File: src/rtl/reg_scoreboard_pkg.sv
// Shared definitions for the pending-write scoreboard.
//   ADDRESS_SIZE_DEF : default register index width
//   MAX_INFLIGHT_DEF : default maximum outstanding writes per register
//   reg_idx_t        : register index at the default width
//   clog2_f          : counter/sum width helper (never returns less than 1)
package reg_scoreboard_pkg;

    localparam int ADDRESS_SIZE_DEF = 4;
    localparam int MAX_INFLIGHT_DEF = 3;

    typedef logic [ADDRESS_SIZE_DEF-1:0] reg_idx_t;

    // Width needed to hold values 0..value-1; a width of 0 is not allowed
    function automatic int clog2_f(input int value);
        if (value <= 1) begin
            return 1;
        end else begin
            return $clog2(value);
        end
    endfunction

endpackage

File: src/rtl/reg_scoreboard_entry.sv
// One scoreboard counter: outstanding writes to a single architectural register.
// Ports:
//   clk, rst   : clock, synchronous active-low reset
//   inc, dec   : issue of a write / retirement of a write this cycle
//   cnt_next   : count after this cycle's update (used by the top for sums/mask)
//   eff_busy   : register is busy for a reader in ID this cycle
//   ovf, unf   : single-cycle error events (saturation / retire with zero count)
module scoreboard_entry
    import reg_scoreboard_pkg::*;
#(
    parameter int MAX_INFLIGHT = MAX_INFLIGHT_DEF,
    parameter int WB_BYPASS    = 1,
    localparam int CNTW        = clog2_f(MAX_INFLIGHT + 1)
) (
    input  logic            clk,
    input  logic            rst,
    input  logic            inc,
    input  logic            dec,
    output logic [CNTW-1:0] cnt_next,
    output logic            eff_busy,
    output logic            ovf,
    output logic            unf
);

    localparam logic [CNTW-1:0] ZERO_CNT = {CNTW{1'b0}};
    localparam logic [CNTW-1:0] ONE_CNT  = CNTW'(1'b1);
    localparam logic [CNTW-1:0] MAX_CNT  = CNTW'(MAX_INFLIGHT);
    localparam logic            BYPASS   = (WB_BYPASS != 0);

    logic [CNTW-1:0] cnt_r;
    logic [CNTW-1:0] cnt_next_s;
    logic            ovf_s;
    logic            unf_s;

    // Next count with saturation at both ends and error event generation
    always_comb begin
        cnt_next_s = cnt_r;
        ovf_s      = 1'b0;
        unf_s      = 1'b0;
        case ({inc, dec})
            2'b11: begin
                // A retire with nothing outstanding is bogus; keep the new issue
                if (cnt_r == ZERO_CNT) begin
                    unf_s      = 1'b1;
                    cnt_next_s = ONE_CNT;
                end else begin
                    cnt_next_s = cnt_r;
                end
            end
            2'b10: begin
                if (cnt_r == MAX_CNT) begin
                    ovf_s      = 1'b1;
                    cnt_next_s = cnt_r;
                end else begin
                    cnt_next_s = cnt_r + ONE_CNT;
                end
            end
            2'b01: begin
                if (cnt_r == ZERO_CNT) begin
                    unf_s      = 1'b1;
                    cnt_next_s = cnt_r;
                end else begin
                    cnt_next_s = cnt_r - ONE_CNT;
                end
            end
            default: begin
                cnt_next_s = cnt_r;
            end
        endcase
    end

    // Counter register
    always_ff @(posedge clk) begin
        if (!rst) begin
            cnt_r <= ZERO_CNT;
        end else begin
            cnt_r <= cnt_next_s;
        end
    end

    // The last outstanding write retiring now is already in the register file
    // when bypass is enabled, so it does not block the reader.
    assign eff_busy = (cnt_r != ZERO_CNT) & ~(BYPASS & dec & (cnt_r == ONE_CNT));
    assign cnt_next = cnt_next_s;
    assign ovf      = ovf_s;
    assign unf      = unf_s;

endmodule

File: src/rtl/reg_scoreboard.sv
// Pending-write scoreboard beside the register file in ID.
// Stalls an ID instruction whose sources still have writes in flight and
// retires entries from the register-file write-back port.
// Ports:
//   clk, rst              : clock, synchronous active-low reset
//   src1, src2, two_src   : ID source registers; src2 checked only with two_src
//   id_valid, id_wb_en,
//   id_dest               : ID instruction presence and its destination
//   freeze                : external stall, blocks issue
//   writeBackEn, Dest_wb  : write-back strobe and destination
//   hazard, issue         : combinational stall / issue indications
//   busy_mask, pending    : registered per-register busy bits and total count
//   overflow_err,
//   underflow_err         : sticky debug error flags
module reg_scoreboard
    import reg_scoreboard_pkg::*;
#(
    parameter int ADDRESS_SIZE = ADDRESS_SIZE_DEF,
    parameter int MAX_INFLIGHT = MAX_INFLIGHT_DEF,
    parameter int WB_BYPASS    = 1,
    localparam int NREG        = 2 ** ADDRESS_SIZE,
    localparam int CNTW        = clog2_f(MAX_INFLIGHT + 1),
    localparam int CW          = clog2_f(MAX_INFLIGHT * NREG + 1)
) (
    input  logic                    clk,
    input  logic                    rst,
    input  logic [ADDRESS_SIZE-1:0] src1,
    input  logic [ADDRESS_SIZE-1:0] src2,
    input  logic                    two_src,
    input  logic                    id_valid,
    input  logic                    id_wb_en,
    input  logic [ADDRESS_SIZE-1:0] id_dest,
    input  logic                    freeze,
    input  logic                    writeBackEn,
    input  logic [ADDRESS_SIZE-1:0] Dest_wb,
    output logic                    hazard,
    output logic                    issue,
    output logic [NREG-1:0]         busy_mask,
    output logic [CW-1:0]           pending,
    output logic                    overflow_err,
    output logic                    underflow_err
);

    logic [NREG-1:0] inc_s;
    logic [NREG-1:0] dec_s;
    logic [NREG-1:0] eb_s;
    logic [NREG-1:0] ovf_evt_s;
    logic [NREG-1:0] unf_evt_s;
    logic [CNTW-1:0] cnt_next_s [NREG];
    logic [NREG-1:0] busy_next_s;
    logic [CW-1:0]   pending_next_s;
    logic            hazard_s;
    logic            issue_s;

    logic [NREG-1:0] busy_mask_r;
    logic [CW-1:0]   pending_r;
    logic            overflow_err_r;
    logic            underflow_err_r;

    // Hazard looks only at older writes (current counts); the ID instruction's
    // own destination enters the counters through inc and cannot stall itself.
    assign hazard_s = id_valid & (eb_s[src1] | (two_src & eb_s[src2]));
    assign issue_s  = id_valid & ~hazard_s & ~freeze;

    genvar gi;
    generate
        for (gi = 0; gi < NREG; gi++) begin : g_entry
            assign inc_s[gi] = issue_s & id_wb_en & (id_dest == ADDRESS_SIZE'(gi));
            assign dec_s[gi] = writeBackEn & (Dest_wb == ADDRESS_SIZE'(gi));

            scoreboard_entry #(
                .MAX_INFLIGHT (MAX_INFLIGHT),
                .WB_BYPASS    (WB_BYPASS)
            ) u_entry (
                .clk      (clk),
                .rst      (rst),
                .inc      (inc_s[gi]),
                .dec      (dec_s[gi]),
                .cnt_next (cnt_next_s[gi]),
                .eff_busy (eb_s[gi]),
                .ovf      (ovf_evt_s[gi]),
                .unf      (unf_evt_s[gi])
            );
        end
    endgenerate

    // Busy bits and total outstanding count derived from the post-update counts
    always_comb begin
        busy_next_s    = {NREG{1'b0}};
        pending_next_s = {CW{1'b0}};
        for (int i = 0; i < NREG; i++) begin
            busy_next_s[i] = (cnt_next_s[i] != {CNTW{1'b0}});
            pending_next_s = pending_next_s + CW'(cnt_next_s[i]);
        end
    end

    // Registered status outputs; error flags hold until reset
    always_ff @(posedge clk) begin
        if (!rst) begin
            busy_mask_r     <= {NREG{1'b0}};
            pending_r       <= {CW{1'b0}};
            overflow_err_r  <= 1'b0;
            underflow_err_r <= 1'b0;
        end else begin
            busy_mask_r     <= busy_next_s;
            pending_r       <= pending_next_s;
            overflow_err_r  <= overflow_err_r | (|ovf_evt_s);
            underflow_err_r <= underflow_err_r | (|unf_evt_s);
        end
    end

    assign hazard        = hazard_s;
    assign issue         = issue_s;
    assign busy_mask     = busy_mask_r;
    assign pending       = pending_r;
    assign overflow_err  = overflow_err_r;
    assign underflow_err = underflow_err_r;

endmodule

File: config.mk
export PLATFORM = sky130hd
export DESIGN_NAME = reg_scoreboard
export DESIGN_NICKNAME = d
export VERILOG_FILES = /design/src/rtl/reg_scoreboard_pkg.sv /design/src/rtl/reg_scoreboard_entry.sv /design/src/rtl/reg_scoreboard.sv
export SDC_FILE = /design/constraint.sdc
export NUM_CORES = 1
export LEC_CHECK = 0
export ABC_AREA = 1
export CORE_UTILIZATION = 40
export DETAILED_ROUTE_END_ITERATION = 12
export GPL_TIMING_DRIVEN = 0
export PLACE_DENSITY_LB_ADDON = 0.1
export SETUP_SLACK_MARGIN = 0.2
export SLEW_MARGIN = 5
export SYNTH_ARGS = -nofsm -noshare
export SYNTH_HDL_FRONTEND = slang
export SYNTH_SLANG_ARGS = --single-unit
File: constraint.sdc
create_clock -name clk -period 11.75 [get_ports clk]
set_input_delay 1.7625 -clock clk [delete_from_list [all_inputs] [get_ports clk]]
set_output_delay 1.7625 -clock clk [all_outputs]
set_load 0.02 [all_outputs]
==> results of run 1 <==
==> cell families after synthesis <==
kind of cell | after synthesis | share of synthesized area [%]
flip-flops | 56 | 25.1
AND/OR/NAND/NOR | 359 | 35.6
AO/OA/AOI/OAI | 77 | 11.3
adder cells (fa/ha/maj) | 34 | 13.8
XOR/XNOR | 3 | 0.589
buffers and inverters | 155 | 13.6
==> critical path: cells and delay by family <==
| family | cells | cell delay (ns) |
|---|---|---|
| fa+ha+maj | 7 | 2.88 |
| simple gates | 17 | 2.17 |
| buf+inv | 3 | 0.77 |
| compound gates | 2 | 0.23 |
| xor+xnor | 1 | 0.19 |
==> how the worst min path moves through the flow <==
| stage | from | endpoint | cells after the start |
|---|---|---|---|
| floorplan | g_entry[8].u_entry.cnt_r[1]$_SDFF_PN0_ | busy_mask[8]$_SDFF_PN0_ | 2 |
| detailed placement | g_entry[8].u_entry.cnt_r[1]$_SDFF_PN0_ | busy_mask[8]$_SDFF_PN0_ | 2 |
| CTS | g_entry[2].u_entry.cnt_r[1]$_SDFF_PN0_ | g_entry[2].u_entry.cnt_r[1]$_SDFF_PN0_ | 2 |
| global route | g_entry[8].u_entry.cnt_r[1]$_SDFF_PN0_ | busy_mask[8]$_SDFF_PN0_ | 2 |
| finish | g_entry[2].u_entry.cnt_r[1]$_SDFF_PN0_ | g_entry[2].u_entry.cnt_r[1]$_SDFF_PN0_ | 2 |
| global placement | g_entry[8].u_entry.cnt_r[1]$_SDFF_PN0_ | busy_mask[8]$_SDFF_PN0_ | 2 |
==> metal layers <==
layer / track usage, % / vias to the layer above
met1: 34.3 / 2059
met4: 13.6 / 0
met5: 0 / -
met2: 39.9 / 134
met3: 4.48 / 34
li1: - / 2226
==> cells in the final DEF, fill, tap and decap left out, types with 4 or more instances in the layout <==
cell and instances:
clkdlybuf4s50_1 45, clkbuf_8 6, a31oi_1 5, nor2_1 114
fa_1 25, ha_1 9, nand2_2 9, nand2_1 128
a21oi_1 26, nand3_1 79, clkbuf_1 5, dfxtp_1 56
o21ai_0 15, inv_2 7, o22ai_1 9, and2_1 4
o21ai_1 5, nor2_2 8, inv_1 135, nor3_2 4
==> registers in the layout (all words and copies together) (netlist names) <==
register	cells
overflow_err	1
busy_mask	16
g_entry.u_entry.cnt_r	32
underflow_err	1
pending	6
==> stage by stage <==
| stage | utilization [%] | power [µW] | hold WS (ns) |
|---|---|---|---|
| 2_1_floorplan | - | 223 | 0.504 |
| 3_3_place_gp | 46.9 | 244 | 0.564 |
| 3_5_place_dp | 46.9 | 245 | 0.575 |
| 4_1_cts | 48.0 | 388 | 0.598 |
| 5_1_grt | 48.0 | 399 | 0.645 |
| 6_report | 48.0 | 383 | 0.597 |
==> cell type report <==
cell class,instances,area share (%)
tap,140,3.37
inverter,146,10.6
clock buffer,6,1.59
timing repair buffer,45,8.65
clock inverter,2,0.745
multi-input combinational,473,52.5
sequential,56,21.5
buffer,9,1.03
==> power by group through the flow <==
| stage | Combinational (µW) | Sequential (µW) | Clock [µW] |
|---|---|---|---|
| after floorplan | 26.1 | 197 | 0 |
| after global placement | 48.3 | 196 | 0 |
| after detailed placement | 48.7 | 196 | 0 |
| after CTS | 49.0 | 192 | 147 |
| after global routing | 53.3 | 192 | 154 |
| final | 49.1 | 192 | 143 |
==> results.txt, run 1 <==
Status -> completed
Clk pwr share -> 37.2%
Std cell rows -> 38
Initial Util -> 41.1%
RSZ-0062 raised after global routing -> false
FF+latch area -> 1120 µm²
Transition time of the tightest slew-check pin -> 0.756 ns
Layout Nets -> 793
Worst setup margin -> 3.95 ns
Startpoint Class -> input pin
Setup TNS Final -> 0 ns
Crit path kind -> input pin to flop
Met2 WL post-DR -> 6080 µm
LEAKAGE -> 0.00254 µW
Hold Violations, Final -> 0
Post-synthesis sequential area ratio -> 25.1%
Synth cell types -> 42
Max clock buf depth -> 2
Cells taking the most area after synthesis -> dfxtp_1 (25%), inv_1 (11%), fa_1 (11%)
Fin crit share -> 66.4%
Top-count cell post-synth -> inv_1
Largest net degree at the start of global routing -> 18
Pre-CTS WS -> 3.65 ns
Area post-placement -> 5080 µm²
Synth cell count leaders -> inv_1 (135), nand2_1 (128), nor2_1 (114), nand3_1 (79), dfxtp_1 (56)
CTS tree -> done
# fillers -> 1145
Mapped cell area -> 4460 µm²
Total global routing overflow -> 0
Iter 0 DRT Violations -> 303
Via Count -> 4453
WL/cell -> 16.1 µm
Worst-Skew Late Latency -> 0.34 ns
Die Area -> 11600 µm²
PortBufs -> 45
Worst path max stage delay -> 0.53 ns
Worst reg-to-reg setup slack -> 5.87 ns
Antenna diodes -> 0
DRT Wirelength -> 14100 µm
Placer Congestion -> 0.983
Placed Cells -> 869
Metal3 WL -> 867 µm
Met1 wire length -> 6490 µm
Worst r2r src -> g_entry[1].u_entry.cnt_r[1]$_SDFF_PN0_
Worst Reg2Reg Path Length in Cells -> 24
Synthesized Nets -> 741
Clock root buffer master -> clkbuf_8
Fin cells -> 877
Ports -> 49
GRT Total Usage -> 25.8%
Register bit count reported by yosys -> 56
CP most frequent cell -> nand2_1
Yosys top cell by area -> dfxtp_1
Area of the multi-input gates -> 2730 µm²
Final min period -> 7.80 ns
Setup crit start -> Dest_wb[1]
H-tree Lvls -> 2
First-pass GRT wire length -> 21900 µm
Final setup fails -> 0
Most used DFF post-synth -> dfxtp_1
# hold bufs at CTS -> 0
Critical path data required time -> 11.97 ns
Clk_skew -> 0.0104 ns
Num CTS Buffers -> 5
Area grow syn2layout -> 16.8%
CP endpoint kind -> flop
DP Wirelength -> 11900 µm
VDD IR-drop max -> 102 µV
Slew Limit Fails -> 0
Die Width -> 108 µm
Drt via density -> 5.08
Top layer in use -> met4
Mean Syn Cell Area -> 6.52 µm²
Yosys warning total -> 0
Synth Instances -> 684
Layout cells sized above 1 -> 8.14%
EDFF count, synth -> 0
Post-CTS setup buffer count -> 0
Vias in the first global route -> 4225
Design area -> 5200 µm²
Cells resized by post-CTS repair -> 0
CP max FO -> 7
RR Endpoint -> pending[5]$_SDFF_PN0_
Async SR Flop Fraction -> 0%
Slowest stage cell on the critical path -> fa_1
CTS Sinks -> 56
Net switching power -> 105 µW
Power Dens Cells -> 73.6 nW/µm²
CORE AREA -> 10800 µm²
P_int -> 279 µW
Sw Share -> 27.3%
Worst EP arrival -> 8.01 ns
Final ANT Viol Nets -> 0
Die Y -> 108 µm
Hold Crit Class -> flop to flop
Max Cap Violations -> 0
DRC Markers -> 0
Slew HR -> 49.2%
Flop pwr share -> 50.0%
Initial antenna violation count -> 0
Comb power frac -> 12.8%
Maximum clock rate -> 128 MHz
Clock slew seen by the registers of the worst setup and hold paths -> 0.11 ns
CP Capture Point -> pending[5]$_SDFF_PN0_
Post-synth top area share -> 25.1%
DR pass1 iterations -> 5
Note: power is estimated with default switching activity, not from simulation.
==> run 2: changes to the inputs <==
==> constraint.sdc (replaced) <==
create_clock -name clk -period 7.51 [get_ports clk]
set_input_delay 1.1265 -clock clk [delete_from_list [all_inputs] [get_ports clk]]
set_output_delay 1.1265 -clock clk [all_outputs]
set_load 0.02 [all_outputs]
==> run 2 against run 1 <==
Register-to-register slack got worse by 4.1 ns. Global-route usage unchanged. Critical endpoint unchanged. Design area increased by 0.72%. Combinational power increased by 59%. Count of clock-buffer cells in the layout unchanged. Sequential share of layout area decreased by 0.15 points. Die area unchanged. First-iteration DRC count increased by 4.6%. Via count decreased by 0.40%. Sequential power increased by 56%. Power increased by 57%.
==> results.txt, run 2 (synthesis results as in run 1) <==
CP Buf/Inv Count -> 5 (+2)
Antenna diodes -> 0 (unchanged)
Final setup fails -> 0 (unchanged)
Critical path data required time -> 7.73 ns (-4.24 ns)
Hold Violations, Final -> 0 (unchanged)
CP top delay family -> adder cells
RSZ-0062 raised after global routing -> false
Num CTS Buffers -> 5 (unchanged)
Die Width -> 108 µm (unchanged)
Slew Limit Fails -> 0 (unchanged)
Commonest non-fill, non-tap cells in the layout -> inv_1 (135), nand2_1 (128), nor2_1 (113), nand3_1 (79), dfxtp_1 (56)
Layout Nets -> 793 (unchanged)
Area grow syn2layout -> 17.6%
Power Dens Cells -> 114 nW/µm² (+55%)
Worst Reg2Reg Path Length in Cells -> 26 (+8.3%)
Worst setup margin -> 0.537 ns (-3.42 ns)
DP Wirelength -> 11900 µm (unchanged)
Iter 0 DRT Violations -> 317 (+4.6%)
Worst r2r src -> g_entry[1].u_entry.cnt_r[0]$_SDFF_PN0_
Initial antenna violation count -> 0 (unchanged)
CTS Sinks -> 56 (unchanged)
CP endpoint kind -> flop
Met2 WL post-DR -> 6160 µm (+1.3%)
Worst-Skew Late Latency -> 0.34 ns (about the same)
Pre-CTS WS -> 0.0425 ns (-3.60 ns)
Clock root buffer master -> clkbuf_8
LEAKAGE -> 0.00257 µW (+1.1%)
Total power -> 600 µW (+57%)
Cells resized by post-CTS repair -> 0 (unchanged)
Worst EP arrival -> 7.19 ns (-0.82 ns)
Slew HR -> 48.8% (-0.32 points)
Max clock buf depth -> 2 (unchanged)
Total global routing overflow -> 0 (unchanged)
Reg with most FFs -> g_entry.u_entry.cnt_r
Number of flip-flops in the largest register -> 32 (unchanged)
Hold path endpoint -> g_entry[2].u_entry.cnt_r[1]$_SDFF_PN0_
Hold Crit Class -> flop to flop
CP max FO -> 10 (+3)
Final ANT Viol Nets -> 0 (unchanged)
# hold bufs at CTS -> 0 (unchanged)
DRC Markers -> 0 (unchanged)
Status -> completed
Via Count -> 4435 (-0.40%)
Drt via density -> 5.06 (-0.40%)
Crit path kind -> input pin to flop
GRT Total Usage -> 25.8% (unchanged)
Die Y -> 108 µm (unchanged)
DR pass1 iterations -> 5 (unchanged)
Worst path max stage delay -> 0.56 ns (+0.03 ns)
Vias in the first global route -> 4225 (unchanged)
Met1 wire length -> 6470 µm (-0.25%)
First-pass GRT wire length -> 21900 µm (unchanged)
Setup TNS Final -> 0 ns (unchanged)
Metal3 WL -> 848 µm (-2.2%)
Final min period -> 6.97 ns
Area post-placement -> 5080 µm² (unchanged)
RR Endpoint -> pending[5]$_SDFF_PN0_
Placer Congestion -> 0.983 (unchanged)
Startpoint Class -> input pin
Transition time of the tightest slew-check pin -> 0.768 ns (+0.0116 ns)
Largest net degree at the start of global routing -> 18 (unchanged)
Post-CTS setup buffer count -> 0 (unchanged)
HP Start -> g_entry[2].u_entry.cnt_r[1]$_SDFF_PN0_
Maximum clock rate -> 143 MHz
Fin crit share -> 92.9%
Design area -> 5240 µm² (+0.72%)
Commonest non-fill, non-tap cell in the layout -> inv_1
Ports -> 49 (unchanged)
Worst reg-to-reg setup slack -> 1.76 ns (-4.11 ns)
WL/cell -> 16.1 µm (about the same)
Top layer in use -> met4
Slowest stage cell on the critical path -> clkdlybuf4s50_1
Clk_skew -> 0.0107 ns (+0.000367 ns)
Layout cells sized above 1 -> 8.68% (+0.54 points)
Die Area -> 11600 µm² (unchanged)
# fillers -> 1139 (-0.52%)
Max Cap Violations -> 0 (unchanged)
PortBufs -> 45 (unchanged)
Hold Path Depth -> 2 (unchanged)
Clock slew seen by the registers of the worst setup and hold paths -> 0.11 ns (about the same)
H-tree Lvls -> 2 (unchanged)
VDD IR-drop max -> 159 µV (+57%)
Std cell rows -> 38 (unchanged)
DRT Wirelength -> 14100 µm (about the same)
CTS tree -> done
CORE AREA -> 10800 µm² (unchanged)
Initial Util -> 41.1% (unchanged)
run 2: stage by stage:
step / std cells / utilization, % / hold WS, ns
6_report: 877 / 48.4 / 0.596
5_1_grt: 877 / 48.4 / 0.645
4_1_cts: 877 / 48.0 / 0.598
3_5_place_dp: 869 / 46.9 / 0.575
3_3_place_gp: 869 / 46.9 / 0.564
2_1_floorplan: 684 / - / 0.504
run 2: cell type report:
type	instances	area, µm²	area share, %
Buffer	9	53.8	1.03
Tap cell	140	175	3.34
Inverter	146	551	10.5
Sequential cell	56	1120	21.4
Timing Repair Buffer	45	453	8.64
Multi-Input combinational cell	473	2770	52.8
Clock inverter	2	38.8	0.740
Clock buffer	6	82.6	1.58
run 2: worst max-delay path by stage:
stage | startpoint | end | cells past startpoint
floorplan | writeBackEn | pending[5]$_SDFF_PN0_ | 29
global placement | Dest_wb[1] | pending[5]$_SDFF_PN0_ | 29
detailed placement | Dest_wb[1] | pending[5]$_SDFF_PN0_ | 30
CTS | Dest_wb[1] | pending[5]$_SDFF_PN0_ | 30
global route | Dest_wb[0] | pending[5]$_SDFF_PN0_ | 30
finish | Dest_wb[3] | pending[5]$_SDFF_PN0_ | 29
run 2: tightest hold or removal path, cell delays in order (launching register included):
cell and delay, ns:
dfxtp_1 0.34, nand2_1 0.13, a21oi_1 0.08
run 2: where the power goes:
part	total (µW)	internal, µW	switching [µW]	leakage, µW
registers	300	299	0.911	0.000451
clock network	222	109	113	0.0000614
logic	78.0	27.7	50.3	0.00206
run 2: per-layer routing:
| layer | vias up | global-route usage [%] |
|---|---|---|
| li1 | 2227 | - |
| met1 | 2053 | 34.3 |
| met3 | 30 | 4.48 |
| met4 | 0 | 13.6 |
| met5 | - | 0 |
| met2 | 125 | 39.9 |
==> run 3: changes to the inputs <==
--- a/config.mk
+++ b/config.mk
@@ -6,12 +6,12 @@
 export NUM_CORES = 1
 export LEC_CHECK = 0
 export ABC_AREA = 1
+export CORE_MARGIN = 2
 export CORE_UTILIZATION = 40
 export DETAILED_ROUTE_END_ITERATION = 12
 export GPL_TIMING_DRIVEN = 0
 export PLACE_DENSITY_LB_ADDON = 0.1
 export SETUP_SLACK_MARGIN = 0.2
-export SLEW_MARGIN = 5
 export SYNTH_ARGS = -nofsm -noshare
 export SYNTH_HDL_FRONTEND = slang
 export SYNTH_SLANG_ARGS = --single-unit
==> constraint.sdc (replaced) <==
create_clock -name clk -period 5.9 [get_ports clk]
set_input_delay 0.885 -clock clk [delete_from_list [all_inputs] [get_ports clk]]
set_output_delay 0.885 -clock clk [all_outputs]
set_load 0.02 [all_outputs]
==> run 3 against run 2 <==
Final cell count grew 4.1%. First-iteration DRC count fell by 18%. Power increased by 33%. Design area grew 17%. Non-clock buffer count is 36 higher. Sequential share of layout area decreased by 3.0 points. Critical path depth increased by 3. Via count increased by 4.2%. Critical path type unchanged. Largest power group unchanged.
==> results.txt, run 3 (synthesis results as in run 1) <==
Worst path max stage delay -> 0.55 ns (about the same)
Commonest non-fill, non-tap cells in the layout -> inv_1 (122), nor2_1 (105), nand2_1 (102), dfxtp_1 (56), nand3_1 (52)
CP endpoint kind -> flop
Reg with most FFs -> g_entry.u_entry.cnt_r
First-pass GRT wire length -> 22300 µm (+2.2%)
Maximum clock rate -> 171 MHz
CP max FO -> 4 (-6)
Power Dens Cells -> 131 nW/µm² (+14%)
Status -> completed
PortBufs -> 45 (unchanged)
Largest net degree at the start of global routing -> 17 (-1)
Hold Violations, Final -> 0 (unchanged)
Iter 0 DRT Violations -> 260 (-18%)
Worst r2r src -> g_entry[0].u_entry.cnt_r[0]$_SDFF_PN0_
Placer Congestion -> 0.935 (-4.9%)
Critical path data required time -> 6.11 ns (-1.62 ns)
H-tree Lvls -> 2 (unchanged)
Worst-Skew Late Latency -> 0.33 ns (about the same)
# hold bufs at CTS -> 0 (unchanged)
Initial antenna violation count -> 0 (unchanged)
Slowest stage cell on the critical path -> fa_1
DRC Markers -> 0 (unchanged)
DR pass1 iterations -> 4 (-1)
Commonest non-fill, non-tap cell in the layout -> inv_1
Crit path kind -> input pin to flop
Final setup fails -> 0 (unchanged)
CTS Sinks -> 56 (unchanged)
Hold Crit Class -> flop to flop
Die Y -> 110 µm (+1.9%)
Ports -> 49 (unchanged)
GRT Total Usage -> 25.2% (-0.69 points)
Clock root buffer master -> clkbuf_8
RSZ-0062 raised after global routing -> true
Via Count -> 4620 (+4.2%)
Startpoint Class -> input pin
Vias in the first global route -> 4300 (+1.8%)
Worst Reg2Reg Path Length in Cells -> 28 (+7.7%)
Sw Share -> 27.1% (-0.24 points)
Die Area -> 12000 µm² (+3.8%)
Setup crit start -> Dest_wb[1]
HP Start -> g_entry[8].u_entry.cnt_r[1]$_SDFF_PN0_
Final min period -> 5.86 ns
Die Width -> 110 µm (+1.9%)
Hold Slack -> 0.590 ns (-0.00570 ns)
Max Cap Violations -> 0 (unchanged)
CTS tree -> done
Num CTS Buffers -> 5 (unchanged)
Max clock buf depth -> 2 (unchanged)
Clock slew seen by the registers of the worst setup and hold paths -> 0.10 ns (about the same)
Gr busiest metal -> met2
Comb power frac -> 16.8% (+3.8 points)
DRT Wirelength -> 14300 µm (+1.3%)
Clk_skew -> 0.00486 ns (-0.00588 ns)
CP most frequent cell -> nand2_2
Layout cells sized above 1 -> 24.8% (+16 points)
Transition time of the tightest slew-check pin -> 0.861 ns (+0.0933 ns)
Area grow syn2layout -> 37.1%
Antenna diodes -> 0 (unchanged)
Flop pwr share -> 47.6% (-2.4 points)
P_int -> 584 µW (+34%)
Worst EP arrival -> 6.06 ns (-1.13 ns)
Clk pwr share -> 35.5% (-1.5 points)
Fin crit share -> 99.3%
Design area -> 6110 µm² (+17%)
Layout Nets -> 829 (+4.5%)
WL/cell -> 15.6 µm (-2.7%)
Met2 GRT Util -> 38.7% (-1.3 points)
Net switching power -> 217 µW (+32%)
Met1 GRT Util -> 35.3% (+1.0 points)
DP Wirelength -> 11300 µm (-4.5%)
Std cell rows -> 38 (unchanged)
# fillers -> 1040 (-8.7%)
Final ANT Viol Nets -> 0 (unchanged)
Grt met3 use -> 3.85% (-0.63 points)
Total global routing overflow -> 0 (unchanged)
Area post-placement -> 5140 µm² (+1.2%)
Number of flip-flops in the largest register -> 32 (unchanged)
Slew HR -> 42.1% (-6.7 points)
Slew Limit Fails -> 0 (unchanged)
Total power -> 801 µW (+33%)
Initial Util -> 41.1% (unchanged)
VDD IR-drop max -> 103 µV (-35%)
CORE AREA -> 10800 µm² (unchanged)
LEAKAGE -> 0.00287 µW (+12%)
Hold Path Depth -> 2 (unchanged)
Drt via density -> 5.06 (about the same)
-- run 3: changes by cell type in the layout (fill, tap and decap cells not counted), moves of 14 or more --
cell and delta:
nor2_4 +15, buf_4 +33, nand3_1 -27, nand2_4 +14
nand3_2 +20, nand2_1 -26
-- run 3: final timing paths --
kind / end / slack [ns]
max: pending[5]$_SDFF_PN0_ / 0.04
min: busy_mask[8]$_SDFF_PN0_ / 0.59
max reg2reg: pending[5]$_SDFF_PN0_ / 0.42
min reg2reg: busy_mask[8]$_SDFF_PN0_ / 0.59
-- run 3: metal layers --
layer | vias up | part of all wire (%)
li1 | 2299 | -
met1 | 2167 | 46
met2 | 127 | 44
met3 | 27 | 5.8
met4 | 0 | 3.5
met5 | - | 0
-- run 3: repair_timing --
action | in CTS | in global routing
gates resized for setup | 129 | 37
pin swaps | 44 | 17
setup buffers | 23 | 13
setup endpoints to repair | 5 | 5
-- run 3: area by class of cell --
class                      count  area (µm²)  share of cell area [%]
sequential                    56        1120                    18.3
buffer                         9        71.3                    1.17
multi-input combinational    473        3270                    53.4
clock inverter                 1        30.0                   0.491
clock buffer                   7        96.3                    1.58
tap                          140         175                    2.87
timing repair buffer          81         762                    12.5
inverter                     146         589                    9.64
-- run 3: power groups by stage --
stage | logic [µW] | clock network, µW | registers [µW]
after floorplan | 54.9 | 0 | 392
after global placement | 98.8 | 0 | 390
after detailed placement | 99.2 | 0 | 390
after CTS | 126 | 294 | 381
after global routing | 145 | 310 | 382
final | 135 | 284 | 381
-- run 3: through the flow --
stage	setup WS, ns	cells	utilization (%)	setup TNS [ns]
after global placement	-1.12	869	47.4	-4.57
after detailed placement	-1.18	869	47.4	-4.92
after CTS	0.0365	900	54.0	0
final	0.0439	913	56.4	0
after global routing	-0.164	913	56.4	-0.467
after floorplan	0.195	684	-	0
-- run 3: worst max-delay path: cells and delay by family --
kind                       cells  cell delay [ns]
buffers and inverters          3             0.32
xor gates and xnor gates       1             0.09
adders and majority gates      7             2.67
and+or+nand+nor               18             1.74
AOI/OAI and AO/OA              3             0.32
